File: src/rtl/wave_sum_tree.sv
// Pipelined signed adder tree mixing NUM_CH channels into one saturated sample.
// Optional clip counter is built when WAVE_SUM_CLIP_COUNT_EN is defined.
module wave_sum_tree #(
  parameter int NUM_CH   = 32,
  parameter int SAMPLE_W = 16,
  parameter int OUT_W    = 16,
  parameter int SHIFT    = 0
) (
  input  logic                         clk,
  input  logic                         reset,
  input  logic [NUM_CH*SAMPLE_W-1:0]   samples,
  input  logic [NUM_CH-1:0]            ch_en,
  input  logic                         in_valid,
  input  logic                         clip_clr,
  output logic [OUT_W-1:0]             out_sample,
  output logic                         out_valid,
  output logic                         clip,
  output logic                         clip_sticky,
  output logic [15:0]                  clip_count
);

  localparam int LEVELS = $clog2(NUM_CH);
  localparam int SW     = SAMPLE_W + LEVELS;
  localparam int XW     = ((SW > OUT_W) ? SW : OUT_W) + 1;

  // All tree levels live in one flat vector; level 0 is the masked input.
  function automatic int lvl_off(input int l);
    int o;
    o = 0;
    for (int j = 0; j < l; j++) o += (NUM_CH >> j) * (SAMPLE_W + j);
    return o;
  endfunction

  localparam int TOT      = lvl_off(LEVELS + 1);
  localparam int OFF_ROOT = lvl_off(LEVELS);

  localparam logic signed [XW-1:0] MAXV = {{(XW-OUT_W+1){1'b0}}, {(OUT_W-1){1'b1}}};
  localparam logic signed [XW-1:0] MINV = {{(XW-OUT_W+1){1'b1}}, {(OUT_W-1){1'b0}}};

  logic [TOT-1:0] w_tree;

  for (genvar gl = 0; gl <= LEVELS; gl++) begin : g_lvl
    localparam int NN  = NUM_CH >> gl;
    localparam int W   = SAMPLE_W + gl;
    localparam int OFF = lvl_off(gl);
    if (gl == 0) begin : g_mask
      for (genvar gn = 0; gn < NN; gn++) begin : g_ch
        assign w_tree[OFF + gn*W +: W] = ch_en[gn] ? samples[gn*W +: W] : {W{1'b0}};
      end
    end else begin : g_add
      localparam int POFF = lvl_off(gl - 1);
      logic [NN*W-1:0] w_add;
      logic [NN*W-1:0] r_sum;
      for (genvar gn = 0; gn < NN; gn++) begin : g_node
        logic [W-2:0] w_a;
        logic [W-2:0] w_b;
        assign w_a = w_tree[POFF + (2*gn)*(W-1) +: W-1];
        assign w_b = w_tree[POFF + (2*gn+1)*(W-1) +: W-1];
        // One bit of growth per level keeps every add exact.
        assign w_add[gn*W +: W] = {w_a[W-2], w_a} + {w_b[W-2], w_b};
      end
      // Level register.
      always_ff @(posedge clk or negedge reset) begin
        if (!reset) r_sum <= {(NN*W){1'b0}};
        else        r_sum <= w_add;
      end
      assign w_tree[OFF +: NN*W] = r_sum;
    end
  end

  logic [LEVELS-1:0]     r_vld;
  logic [LEVELS:0]       w_vld_next;
  logic [SW-1:0]         w_root;
  logic signed [XW-1:0]  w_ext;
  logic signed [XW-1:0]  w_shr;
  logic                  w_hi;
  logic                  w_lo;
  logic [OUT_W-1:0]      w_sat;
  logic                  w_last_vld;
  logic                  w_clip_pulse;

  assign w_vld_next   = {r_vld, in_valid};
  assign w_last_vld   = r_vld[LEVELS-1];
  assign w_root       = w_tree[OFF_ROOT +: SW];
  assign w_ext        = {{(XW-SW){w_root[SW-1]}}, w_root};
  assign w_shr        = w_ext >>> SHIFT;
  assign w_hi         = (w_shr > MAXV);
  assign w_lo         = (w_shr < MINV);
  assign w_clip_pulse = w_last_vld & (w_hi | w_lo);

  // Saturate the attenuated sum into the output range.
  always_comb begin
    w_sat = w_shr[OUT_W-1:0];
    if (w_hi)      w_sat = MAXV[OUT_W-1:0];
    else if (w_lo) w_sat = MINV[OUT_W-1:0];
    else           w_sat = w_shr[OUT_W-1:0];
  end

  // Valid bit shadows the data through every tree level.
  always_ff @(posedge clk or negedge reset) begin
    if (!reset) r_vld <= {LEVELS{1'b0}};
    else        r_vld <= w_vld_next[LEVELS-1:0];
  end

  logic [OUT_W-1:0] r_out;
  logic             r_out_vld;
  logic             r_clip;
  logic             r_sticky;

  // Output stage: sample holds across bubbles, clip only pulses with valid data.
  always_ff @(posedge clk or negedge reset) begin
    if (!reset) begin
      r_out     <= {OUT_W{1'b0}};
      r_out_vld <= 1'b0;
      r_clip    <= 1'b0;
      r_sticky  <= 1'b0;
    end else begin
      r_out_vld <= w_last_vld;
      r_clip    <= w_clip_pulse;
      if (w_last_vld) r_out <= w_sat;
      else            r_out <= r_out;
      if (w_clip_pulse)  r_sticky <= 1'b1;
      else if (clip_clr) r_sticky <= 1'b0;
      else               r_sticky <= r_sticky;
    end
  end

  assign out_sample  = r_out;
  assign out_valid   = r_out_vld;
  assign clip        = r_clip;
  assign clip_sticky = r_sticky;

`ifdef WAVE_SUM_CLIP_COUNT_EN
  logic [15:0] r_cnt;

  // Saturating clip counter; a clip coinciding with clear counts as the first.
  always_ff @(posedge clk or negedge reset) begin
    if (!reset) begin
      r_cnt <= 16'h0000;
    end else if (w_clip_pulse) begin
      if (clip_clr)               r_cnt <= 16'h0001;
      else if (r_cnt == 16'hFFFF) r_cnt <= r_cnt;
      else                        r_cnt <= r_cnt + 16'h0001;
    end else if (clip_clr) begin
      r_cnt <= 16'h0000;
    end else begin
      r_cnt <= r_cnt;
    end
  end

  assign clip_count = r_cnt;
`else
  assign clip_count = 16'h0000;
`endif

endmodule

File: config.mk
export PLATFORM = sky130hd
export DESIGN_NAME = wave_sum_tree
export DESIGN_NICKNAME = d
export VERILOG_FILES = /design/src/rtl/wave_sum_tree.sv
export SDC_FILE = /design/constraint.sdc
export NUM_CORES = 2
export LEC_CHECK = 0
export CAP_MARGIN = 0
export CORE_MARGIN = 2
export CORE_UTILIZATION = 44
export DETAILED_ROUTE_END_ITERATION = 8
export PLACE_DENSITY = 0.67
export RECOVER_POWER = 25
export SYNTH_ARGS = -nofsm -noshare
export SYNTH_HDL_FRONTEND = slang
export SYNTH_SLANG_ARGS = --single-unit
export TNS_END_PERCENT = 1
File: constraint.sdc
create_clock -name clk -period 6.92 [get_ports clk]
set_clock_uncertainty 0.05 [all_clocks]
set_input_delay 1.038 -clock clk [delete_from_list [all_inputs] [get_ports clk]]
set_output_delay 1.038 -clock clk [all_outputs]
set_load 0.02 [all_outputs]
==> results.md <==
- The run finished, with violations left.
- The checks that failed: max-capacitance violations, max-slew violations.
- The post-CTS setup buffer count is 0.
- The share of the clock period used by the worst path after layout is 55.4%.
- The startpoint of the most critical register-to-register path is g_lvl[3].g_add.r_sum[19]$_DFF_PN0_.
- After clock tree synthesis, the clock-pin slew on the worst setup and hold paths is 0.05 ns.
- The clock sink total is 577.
- In this run the count of I/O pins placed on the die edge is 583.
- Of all nets on the critical path, the largest fanout is 70.
- The instance count of the mapped netlist is 4347.
- The max capacitance violation total is 1.
- The detail route stage leaves a number of antenna-violating nets equal to 0.
- The startpoint class of the critical path is an input pin.
- The total die area is 95800 um2.
- In this run, the number of DRC markers left after iteration 0 of detailed routing was 1408.
- Setup repair after global routing left no endpoint under its margin.
- At the pin with the least slew margin, the transition time is approximately 3.3 ns.
- The TritonCTS buffer count is 66.
- The final wirelength is 98600 um.
- Once the floorplan was initialized, standard cells occupied 44.2% of the core.
- The count of port buffers added during placement is between 500 and 600.
- The top cell types in the final layout, fill and taps aside, are dfrtp_1 (577), clkdlybuf4s50_1 (564), ha_1 (522), and2_1 (521), a21oi_1 (417).
- Yosys printed 0 warnings.
- The overall track demand over capacity in global routing is 20.4%.
- The worst path required time is 7.49 ns.
- Tracing the worst setup path back leads to its startpoint at reset.
- The count of distinct cell types in the synthesized netlist is 80.
- In this run the cell area of the synthesized design comes to 41100 um2.
- The floorplan step set the die height to 309 um.
- The path class of the tightest hold or removal check is register to register.
- The number of inserted diodes is 0.
- The number of failing hold endpoints at the final stage came to 0.
- The relative slew slack is -121%.
- The areal power density over the cells is 345 nW/um2.
- The met2 track demand over resource is 35.9%.
- The internal portion of the total power is 10.7 mW.
- Before antenna repair, the detailed router went through 8 iterations.
- Before CTS, the worst setup slack after placement is 2.60 ns.
- The placer congestion estimate is around 0.9.
- The half-perimeter wire length after placement is between 80000 and 90000 um.
- The clock tree from TritonCTS is built.
- Yosys mapped a number of flops with a built-in enable equal to 0.
- Entering global routing, the biggest net connects 168 pins.
- The setup total negative slack is 0 ns.
- The power share of the sequential group is a little under a third.
- The switching part of the total power is 38.6%.
- The number of storage elements in the synthesis netlist is slightly below 600.
- The final number of max-transition violations is 55.
- The total number of nets in the final design is 6031.
- The via count of the first global-routing pass came to around 32000.
- The number of vias after detailed routing is 32400.
- Cells with a size suffix above 1 make up between 2 and 3% of the layout.
- For this design, the CTS-stage hold fixing added 0 buffers.
- The global-route track usage on met1 is 26.7%.
- The leftover overflow at the end of global routing is 0.
- The static leakage is about 23 nW.
- Counting flops with an async set or reset pin after synthesis yields a share of 100%.
- For this run, design rule violations remaining after detail routing come to 0.
- The cell family contributing the most delay on the critical path is buffers and inverters.
- The tree is rooted in a clkbuf_16.
- The slowest cell on the critical path is clkbuf_1.
- The number of levels the H-tree was split into is 3.
- The number of gates resized after CTS was 0.
- On the final layout, the worst hold slack is about 0.29 ns.
- The library cell used most frequently in the layout, excluding fill and tap cells, is dfrtp_1.
- The setup slack of the critical path after layout is 3.09 ns.
- The maximum clock frequency is 0.261 GHz.
- STA classifies the critical path endpoint as an asynchronous set/reset pin.
- Data arrives at the worst endpoint at roughly 4.4 ns.
- Among all flip-flop cells after synthesis, the most frequent one is dfrtp_1.
- The worst setup path is of the input pin to asynchronous set/reset pin kind.
- No sink is reached through more buffers than the 3 on the longest clock path.
- From left edge to right edge, the die measures 309 um.
- The initial antenna violation count is 0.
- In the final routed layout, each cell accounts on average for 15.8 um.
- Compared with the post-synthesis result, the final layout area differs by 22.6%.
- The overall power of the completed layout is between 15 and 20 mW.
- The total number of placement rows is 112.
- The critical path goes through clkbuf_1 > buf_4.
- The clock latency at the later pin of the worst-skew pair is 0.60 ns.
- The first global-routing pass estimated 159000 um of wire.
- The layer carrying the most global-route usage is met2.
- The total buffers and inverters traversed by the critical path is 2.
- At the end of the flow the core is filled with cells to between 50 and 60%.
- The total area inside the core boundary comes to around 93000 um2.
- Of the synthesized area, sequential elements account for 35.2%.
- After detailed routing, the number of vias per cell comes to slightly above 5.
- On the worst path, the slowest cell contributes a delay of 2.29 ns.
- The post-layout minimum cycle time is 3.83 ns.
- In this run the power spent charging and discharging nets is 6.69 mW.
- Each instance of the synthesized netlist takes up on average 9.44 um2.
- The start point of the worst min-delay path is r_vld[0]$_DFF_PN0_.
- The largest vdd supply drop is approximately 210 uV.
- The met3 track demand over resource in global routing is under 10%.
- The number of setup violations in the final report is 0.
- Combinational logic burns 49.4% of the power.
- The part of the total power dissipated in the clock network is 20.5%.
cell type report:
cell class                      instances  area (um2)
Timing Repair Buffer                  570        5730
Multi-Input combinational cell       3526       25600
Clock inverter                         20         273
Clock buffer                          101        1990
Fill cell                            8468       42600
Tap cell                             1254        1570
Sequential cell                       577       14400
Inverter                              189         709
power by group through the flow:
stage / Combinational, mW / Clock [mW] / Sequential (mW)
final: 8.56 / 3.56 / 5.21
after detailed placement: 8.54 / 0 / 5.28
after floorplan: 6.48 / 0 / 4.95
after global placement: 8.45 / 0 / 5.28
after global routing: 9.69 / 3.82 / 5.31
after CTS: 8.61 / 3.67 / 5.24
routing by layer:
layer	up-vias	share of wire, %
met2	612	49
met5	-	0
li1	16600	-
met1	15000	45
met3	136	3.6
met4	0	2.0
state kept, by name, indices dropped and copies added, names as in the netlist:
name	cells
clip_sticky	1
out_sample	16
r_vld	5
g_lvl.g_add.r_sum	553
clip	1
out_valid	1
stage by stage:
stage,cells,instance area [um2]
2_1_floorplan,4362,41100
3_3_place_gp,6116,48100
6_report,6237,50300
5_1_grt,6237,50300
3_5_place_dp,6116,48100
4_1_cts,6237,50300
synth_stat cells, types with 29 or more instances:
cell | count | area share [%]
a211oi_1 | 37 | 0.68
a21o_1 | 142 | 2.6
a21oi_1 | 415 | 5.1
a31oi_1 | 29 | 0.44
and2_1 | 521 | 7.9
and3_1 | 38 | 0.58
clkbuf_1 | 51 | 0.47
dfrtp_1 | 577 | 35
fa_1 | 31 | 1.5
ha_1 | 522 | 16
inv_1 | 189 | 1.7
nand2_1 | 162 | 1.5
nand2b_1 | 56 | 0.85
nand3_1 | 67 | 0.82
nor2_1 | 270 | 2.5
nor2b_1 | 57 | 0.87
nor3_1 | 86 | 1.0
o21a_1 | 77 | 1.4
o21ai_0 | 152 | 1.9
o21ai_1 | 60 | 0.73
o21bai_1 | 44 | 0.80
o31ai_1 | 29 | 0.53
xnor2_1 | 278 | 5.9
xor2_1 | 110 | 2.3
path summary, 6_finish.rpt:
| check | end | slack (ns) | depth (start not counted) |
|---|---|---|---|
| setup / recovery | g_lvl[1].g_add.r_sum[138]$_DFF_PN0_ | 3.09 | 2 |
| hold reg to reg | r_vld[1]$_DFF_PN0_ | 0.29 | 0 |
| max in group clk | g_lvl[1].g_add.r_sum[99]$_DFF_PN0_ | 3.22 | 11 |
| hold / removal | r_vld[1]$_DFF_PN0_ | 0.29 | 0 |
| setup reg to reg | g_lvl[4].g_add.r_sum[18]$_DFF_PN0_ | 4.11 | 9 |
| min in group asynchronous | g_lvl[1].g_add.r_sum[269]$_DFF_PN0_ | 1.50 | 1 |
kinds of logic (layout without fill, tap and decap cells):
| logic type | Yosys count | in the layout | share of synthesized area (%) |
|---|---|---|---|
| other | 1 | 16 | 0.00913 |
| AO/OA/AOI/OAI | 1189 | 1189 | 18.4 |
| buffers and inverters | 259 | 880 | 2.54 |
| XOR/XNOR | 388 | 388 | 8.28 |
| AND/OR/NAND/NOR | 1372 | 1372 | 18.0 |
| multiplexers | 8 | 8 | 0.198 |
| adder cells (fa/ha/maj) | 553 | 553 | 17.4 |
| flip-flops | 577 | 577 | 35.2 |
(Power assumes the default switching activity.)
